File: config.mk
export PLATFORM = sky130hd
export DESIGN_NAME = init_flat
export DESIGN_NICKNAME = d
export VERILOG_FILES = /design/src/rtl/init_pkg.sv /design/src/rtl/init_if.sv /design/src/rtl/init.sv /design/src/flat_wrapper.sv
export SDC_FILE = /design/constraint.sdc
export NUM_CORES = 1
export LEC_CHECK = 0
export BUFFER_PORTS_ARGS = -buffer_cell sky130_fd_sc_hd__buf_2
export CORE_UTILIZATION = 35
export CTS_CLUSTER_SIZE = 16
export DETAILED_ROUTE_END_ITERATION = 16
export GPL_ROUTABILITY_DRIVEN = 0
export PLACE_DENSITY = 0.69
export RECOVER_POWER = 25
export SYNTH_ARGS = -nofsm -noshare
export SYNTH_HDL_FRONTEND = slang
export SYNTH_SLANG_ARGS = --single-unit
File: constraint.sdc
create_clock -name clk -period 1.5 [get_ports clk]
set_input_delay 0.15 -clock clk [delete_from_list [all_inputs] [get_ports clk]]
set_output_delay 0.15 -clock clk [all_outputs]
set_load 0.03 [all_outputs]
File: src/rtl/init_pkg.sv
// Shared state encoding for the RC4 FSMs: S-array init, key schedule and top level.
// Also holds the memory geometry that these FSMs share.
package init_pkg;

  localparam int unsigned DATA_W = 8;
  localparam int unsigned ADDR_W = 8;

  typedef enum logic [1:0] {
    IDLE  = 2'b00,
    WRITE = 2'b01
  } state_t;

endpackage

File: src/rtl/init_if.sv
// Start/ready handshake plus the memory write port of the S-array init block.
// The master side (init) drives rdy and the write port; the slave side drives en.
interface init_if;
  import init_pkg::*;

  logic              en;
  logic              rdy;
  logic [ADDR_W-1:0] addr;
  logic [DATA_W-1:0] wrdata;
  logic              wren;

  modport master (input en, output rdy, addr, wrdata, wren);
  modport slave  (output en, input rdy, addr, wrdata, wren);

endinterface

File: src/rtl/init.sv
// Fills a 256x8 memory with mem[i]=i: 256 back-to-back writes, then rdy returns the next cycle.
// en is only taken while idle; the memory port has no backpressure. Outputs are Moore-decoded.
module init
  import init_pkg::*;
(
  input  logic    clk,
  input  logic    rst,
  init_if.master  bus
);

  state_t            present_state;
  state_t            next_state;
  logic [ADDR_W-1:0] counter;
  logic [ADDR_W-1:0] next_counter;

  always_ff @(posedge clk or posedge rst) begin
    if (rst) begin
      present_state <= IDLE;
      counter       <= '0;
    end else begin
      present_state <= next_state;
      counter       <= next_counter;
    end
  end

  always_comb begin
    next_state   = present_state;
    next_counter = counter;
    bus.rdy      = 1'b0;
    bus.wren     = 1'b0;
    bus.addr     = '0;
    bus.wrdata   = '0;
    case (present_state)
      IDLE: begin
        bus.rdy = 1'b1;
        if (bus.en) begin
          next_state   = WRITE;
          next_counter = '0;
        end
      end
      WRITE: begin
        bus.wren   = 1'b1;
        bus.addr   = counter;
        bus.wrdata = counter;
        // The last address ends the pass; the counter must not wrap into a second sweep.
        if (counter == 8'd255) begin
          next_state   = IDLE;
          next_counter = '0;
        end else begin
          next_counter = counter + 8'd1;
        end
      end
      default: begin
        next_state   = IDLE;
        next_counter = '0;
      end
    endcase
  end

endmodule

File: src/flat_wrapper.sv
// flat-port wrapper written by rule: the top's interface ports become plain ports
module init_flat import init_pkg::*;
  (clk, rst, bus_en, bus_rdy, bus_addr, bus_wrdata, bus_wren);
  init_if bus_i ();
  input  logic clk;
  input  logic rst;
  input wire logic [$bits(bus_i.en)-1:0] bus_en;
  output wire logic [$bits(bus_i.rdy)-1:0] bus_rdy;
  output wire logic [$bits(bus_i.addr)-1:0] bus_addr;
  output wire logic [$bits(bus_i.wrdata)-1:0] bus_wrdata;
  output wire logic [$bits(bus_i.wren)-1:0] bus_wren;
  assign bus_i.en = bus_en;
  assign bus_rdy = bus_i.rdy;
  assign bus_addr = bus_i.addr;
  assign bus_wrdata = bus_i.wrdata;
  assign bus_wren = bus_i.wren;
  init u_core (.clk(clk), .rst(rst), .bus(bus_i));
endmodule
Yosys cells after proc, flatten, opt, wreduce, memory -nomap -nowiden
Index checks and enable logic that the tools add are counted.
{"block": "op_classes", "add_sub_neg": 1, "n_shift": 0, "mul": 0, "reduce_logical": 2, "bitwise_logic": 0, "n_eq_ne": 4, "div": 0, "n_lt_le_gt_ge": 0, "n_mux": 9}
{"operator": "$mux W8", "n": 3}
{"operator": "$pmux W8 S2", "n": 1}
{"operator": "$add A8 B1 Y8 const B", "n": 1}
{"operator": "$eq A8 B8 Y1 const B", "n": 1}
{"operator": "$mux W2", "n": 2}
{"operator": "$pmux W2 S2", "n": 1}
{"operator": "$eq A2 B1 Y1 const B", "n": 1}
{"operator": "$logic_not A2 Y1", "n": 1}
{"operator": "$mux W1", "n": 2}
{"operator": "$ne A2 B1 Y1 const B", "n": 1}
{"operator": "$ne A2 B2 Y1 const B", "n": 1}
{"operator": "$reduce_and A2 Y1", "n": 1}
{"block": "totals", "reg_bits": 10, "rom_bits": 0, "word_cells": 18, "memories": 0, "mem_bits_rw": 0, "latch_bits": 0}

Longest topological paths before layout
{"block": "depth", "word_depth": 3, "mapped_depth": 4, "mapped_depth_nobuf": 4}

Worst setup path before layout
OpenSTA, ideal clock, no wires.
{"block": "synth_path", "kind": "flip-flop to output port", "startpoint": "reg u_core.present_state[0]", "endpoint": "out bus_wrdata[4]", "n_path_buf": 2, "arrival_ns": 1.383, "stages_incl_launch_ff": 4, "slack_ns": -0.033, "required_ns": 1.350, "cell_sequence": "dfrtp_1 -> clkbuf_1 -> and2_1 -> buf_4"}
{"block": "synth_via", "elab_chain_len": 2}
{"element": "from (decl)", "line": "init.sv:11", "source": "state_t present_state;"}
{"element": "from (signal assigned)", "line": "init.sv:21", "source": "present_state <= next_state;"}
{"element": "$eq A2 B1 Y1"}
{"element": "$mux W8"}
{"element": "to (decl)", "line": "flat_wrapper.sv:10", "source": "output wire logic [$bits(bus_i.wrdata)-1:0] bus_wrdata;"}
No other way between the ends.

Worst setup path after layout
{"block": "layout_path", "startpoint": "reg u_core.counter[0]", "endpoint": "reg u_core.counter[6]"}
{"block": "layout_via", "elab_chain_len": 3, "elab_cells_between_ends": 4, "classes_between": "add/sub: 1; eq/ne: 1; mux: 2"}
{"element": "from (decl)", "line": "init.sv:13", "source": "logic [ADDR_W-1:0] counter;"}
{"element": "from (signal assigned)", "line": "init.sv:22", "source": "counter <= next_counter;"}
{"element": "$add A8 B1 Y8 / $eq A8 B8 Y1 (equally long branches)", "line": "init.sv:50, init.sv:46"}
{"element": "$mux W8 *", "line": "init.sv:46", "source": "if (counter == 8'd255) begin"}
{"element": "$pmux W8 S2 *", "line": "init.sv:33", "source": "case (present_state)"}
Every way passes the cells marked *; elsewhere a longest branch is shown, timed or not.
A chain may end at the register's enable or synchronous reset.

==> out/metrics.yaml <==
outcome:
  result_of_the_run: "complete, no violations"
timing:
  finalCritPeriodShare_pct: 92.9
  setup_ws_ps: 107
  clock.fmax_mhz: 718
  report.final.setup_viol: 0
  transition_time_at_the_pin_with_the_least_slew_margin_ps: 397
  fin_setup_tns_ps: 0
  finClkSkew_ps: 7.33
  max_slew_headroom_at_the_worst_pin_pct: 73.4
  rsz0062_at_grt: "no"
  timing.final.max_slew_violations: 0
  hold_violations: 0
  fin_crit_ps: 1390
  hold-worst-slack_ps: 146
synthesis:
  synthSimpleGateAreaFrac_pct: 26.9
  adder_cell_share_of_the_synthesized_area_pct: 2.17
  synth_edf_count: 0
  synth_fp_nets: 72
  synthXorXnorAreaFrac_pct: 3.04
  compound_cell_area_share_of_the_yosys_netlist_pct: 14.5
  synth.cell_area_um2: 577
  synth-main-ff-cell: "sky130_fd_sc_hd__dfrtp_1"
  synth_cell_type_count: 26
  yosys_warnings: 0
  largest_family_of_logic_cells_by_synthesized_area: "simple AND/OR/NAND/NOR gates"
  synth-seq-area-share_pct: 39.0
  synth.mux.area_fraction_pct: 0
  postSynthRegisterBits: 9
  postSynth.asyncResetShare_pct: 100
  avgSynthCellArea_um2: 8.48
  synth_cells: 68
place:
  portBuffers: 20
  standard_cell_area_after_detailed_placement_um2: 634
  dpl.hpwl_um: 895
  pre_cts_ws_ps: 114
drt:
  routed_wire_length_per_instance_um: 11.7
  drc_errors: 0
  vias_per_cell: 5.25
  final_antenna_net_count: 0
  detailroute.via_count: 525
  drt-total-wl_um: 1170
  initialDrtViolationCount: 10
  drt-pass1-iter-count: 4
clocking:
  post-cts-setup-buffer-count: 0
  htreeDepth: 1
  cts-root-buf: "sky130_fd_sc_hd__clkbuf_4"
  clock_tree_buffer_depth: 2
  tritoncts: "yes"
  clk_pin_slew_ps: 70
  clkSinkCount: 9
  cts_hold_buffers: 1
  insertion_delay_ps: 270
  tritoncts_buffers: 3
  cts_resized: 0
final_layout:
  drive_above_1_share_pct: 32.1
  n_fill_cell: 159
  layout.cells.most_common_list: "sky130_fd_sc_hd__buf_2 (20), sky130_fd_sc_hd__nand2_1 (8), sky130_fd_sc_hd__dfrtp_1 (8), sky130_fd_sc_hd__and2_1 (6)"
  nNetsFinal: 89
  seqCellArea_um2: 226
  final_cell_area_um2: 671
  mostFrequentLayoutCell: "sky130_fd_sc_hd__buf_2"
  area_growth_syn_to_layout_pct: 16.3
  multiInputGateArea_um2: 269
  num_antenna_cells: 0
grt:
  number_of_antenna_violations_at_the_first_check_in_global_routing: 0
  global_route.overflow_total: 0
  grt_pass1_vias: 482
  track_usage_pct: 14.9
  grt_max_degree: 17
  grt_first_pass_wirelength_um: 2040
die:
  num_io_pins: 21
  placementRows: 14
  chipWidth_um: 42.6
  start_util_pct: 37.8
  vert_die_dim_um: 42.6
  fp.coreArea_um2: 1520
  dieArea_um2: 1810
worst_setup_path:
  worst_path_max_delay_cell: "sky130_fd_sc_hd__or4_1"
  end_kind: "flop"
  crit_end: "u_core.counter[6]"
  worstPathCellList: "ha_1, clkinv_1, or4_1, nand3_1"
  worstSetupPathType: "flop to flop"
  crit_path_max_fanout: 6
  critical-path-top-delay-family: "simple AND/OR/NAND/NOR gates"
  worst_setup_path_start_kind: "flop"
  cp_data_required_time_ps: 1710
  cp.arrival_ps: 1600
  worst-r2r-setup-slack_ps: 110
  worstRegToRegCells: 4
  crit_cells: 4
  worstSetupStartpoint: "u_core.counter[0]"
  cp_slowest_stage_delay_ps: 510
  worstReg2RegStart: "u_core.counter[0]"
  cp.buffers_inverters: 1
  end_of_the_worst_register_to_register_path: "u_core.counter[6]"
pwr:
  cellPowerDensity_nw_per_um2: 2500
  total_leakage_power_nw: 0.314
  vdd.ir_drop.worst_uv: 888
  post-layout-total-power_w: 0.00168
run:
  maxcap_viol_count: 0
worst_hold_path:
  holdCritPathClass: "primary input to flop"
[metal layers]
metal / share of wire (%) / track usage (%) / wire (um)
met1: 46 / 19.0 / 537
met2: 48 / 24.9 / 564
met3: 4.9 / 2.59 / 57
met4: 0.69 / 5.63 / 8
met5: 0 / 0 / 0
[per-stage QoR]
step	instances	utilization (%)
detailed placement	95	41.6
floorplan	68	-
global route	100	44.0
global placement	95	41.6
CTS	100	44.0
finish	100	44.0
[worst min path at each step]
stage	from	endpoint	depth (start not counted)
4_1_cts	bus_en	u_core.counter[1]	2
5_1_grt	bus_en	u_core.counter[1]	2
3_3_place_gp	rst	u_core.counter[0]	2
2_1_floorplan	rst	u_core.counter[0]	1
6_report	bus_en	u_core.counter[1]	2
3_5_place_dp	rst	u_core.counter[0]	2
[power by group]
group / leakage [nW] / switching, W / total (W) / internal, W
Clock: 0.0150 / 0.0000938 / 0.000197 / 0.000103
Combinational: 0.193 / 0.000676 / 0.000973 / 0.000297
Sequential: 0.106 / 0.000156 / 0.000506 / 0.000350
[cell usage after synthesis, drive strengths merged (2+ instances only)]
master	number	share of area, %
dfrtp	9	39
buf	8	10
nand2	8	5.2
o21ai	10	8.7
nand3	4	3.5
and2	7	7.8
nor2	2	1.3
xor2	2	3.0
nand4	2	3.3
inv	4	2.6
[state kept, by name, indices dropped and copies added (netlist names)]
name and flops:
u_core.counter 8, u_core.present_state 1
[cell type report]
cell class	count	area share (%)
Clock buffer	4	3.92
Inverter	5	2.80
Multi-Input combinational cell	45	40.1
Sequential cell	9	33.8
Tap cell	16	2.99
Timing Repair Buffer	21	16.4
[cells by family (layout without fill, tap and decap cells)]
| logic type | Yosys count | in the layout |
|---|---|---|
| AO/OA/AOI/OAI | 14 | 14 |
| flip-flops | 9 | 9 |
| buffers and inverters | 14 | 30 |
| AND/OR/NAND/NOR | 28 | 28 |
| adder cells (fa/ha/maj) | 1 | 1 |
| XOR/XNOR | 2 | 2 |
No activity file was read; power rests on OpenSTA's default activity.
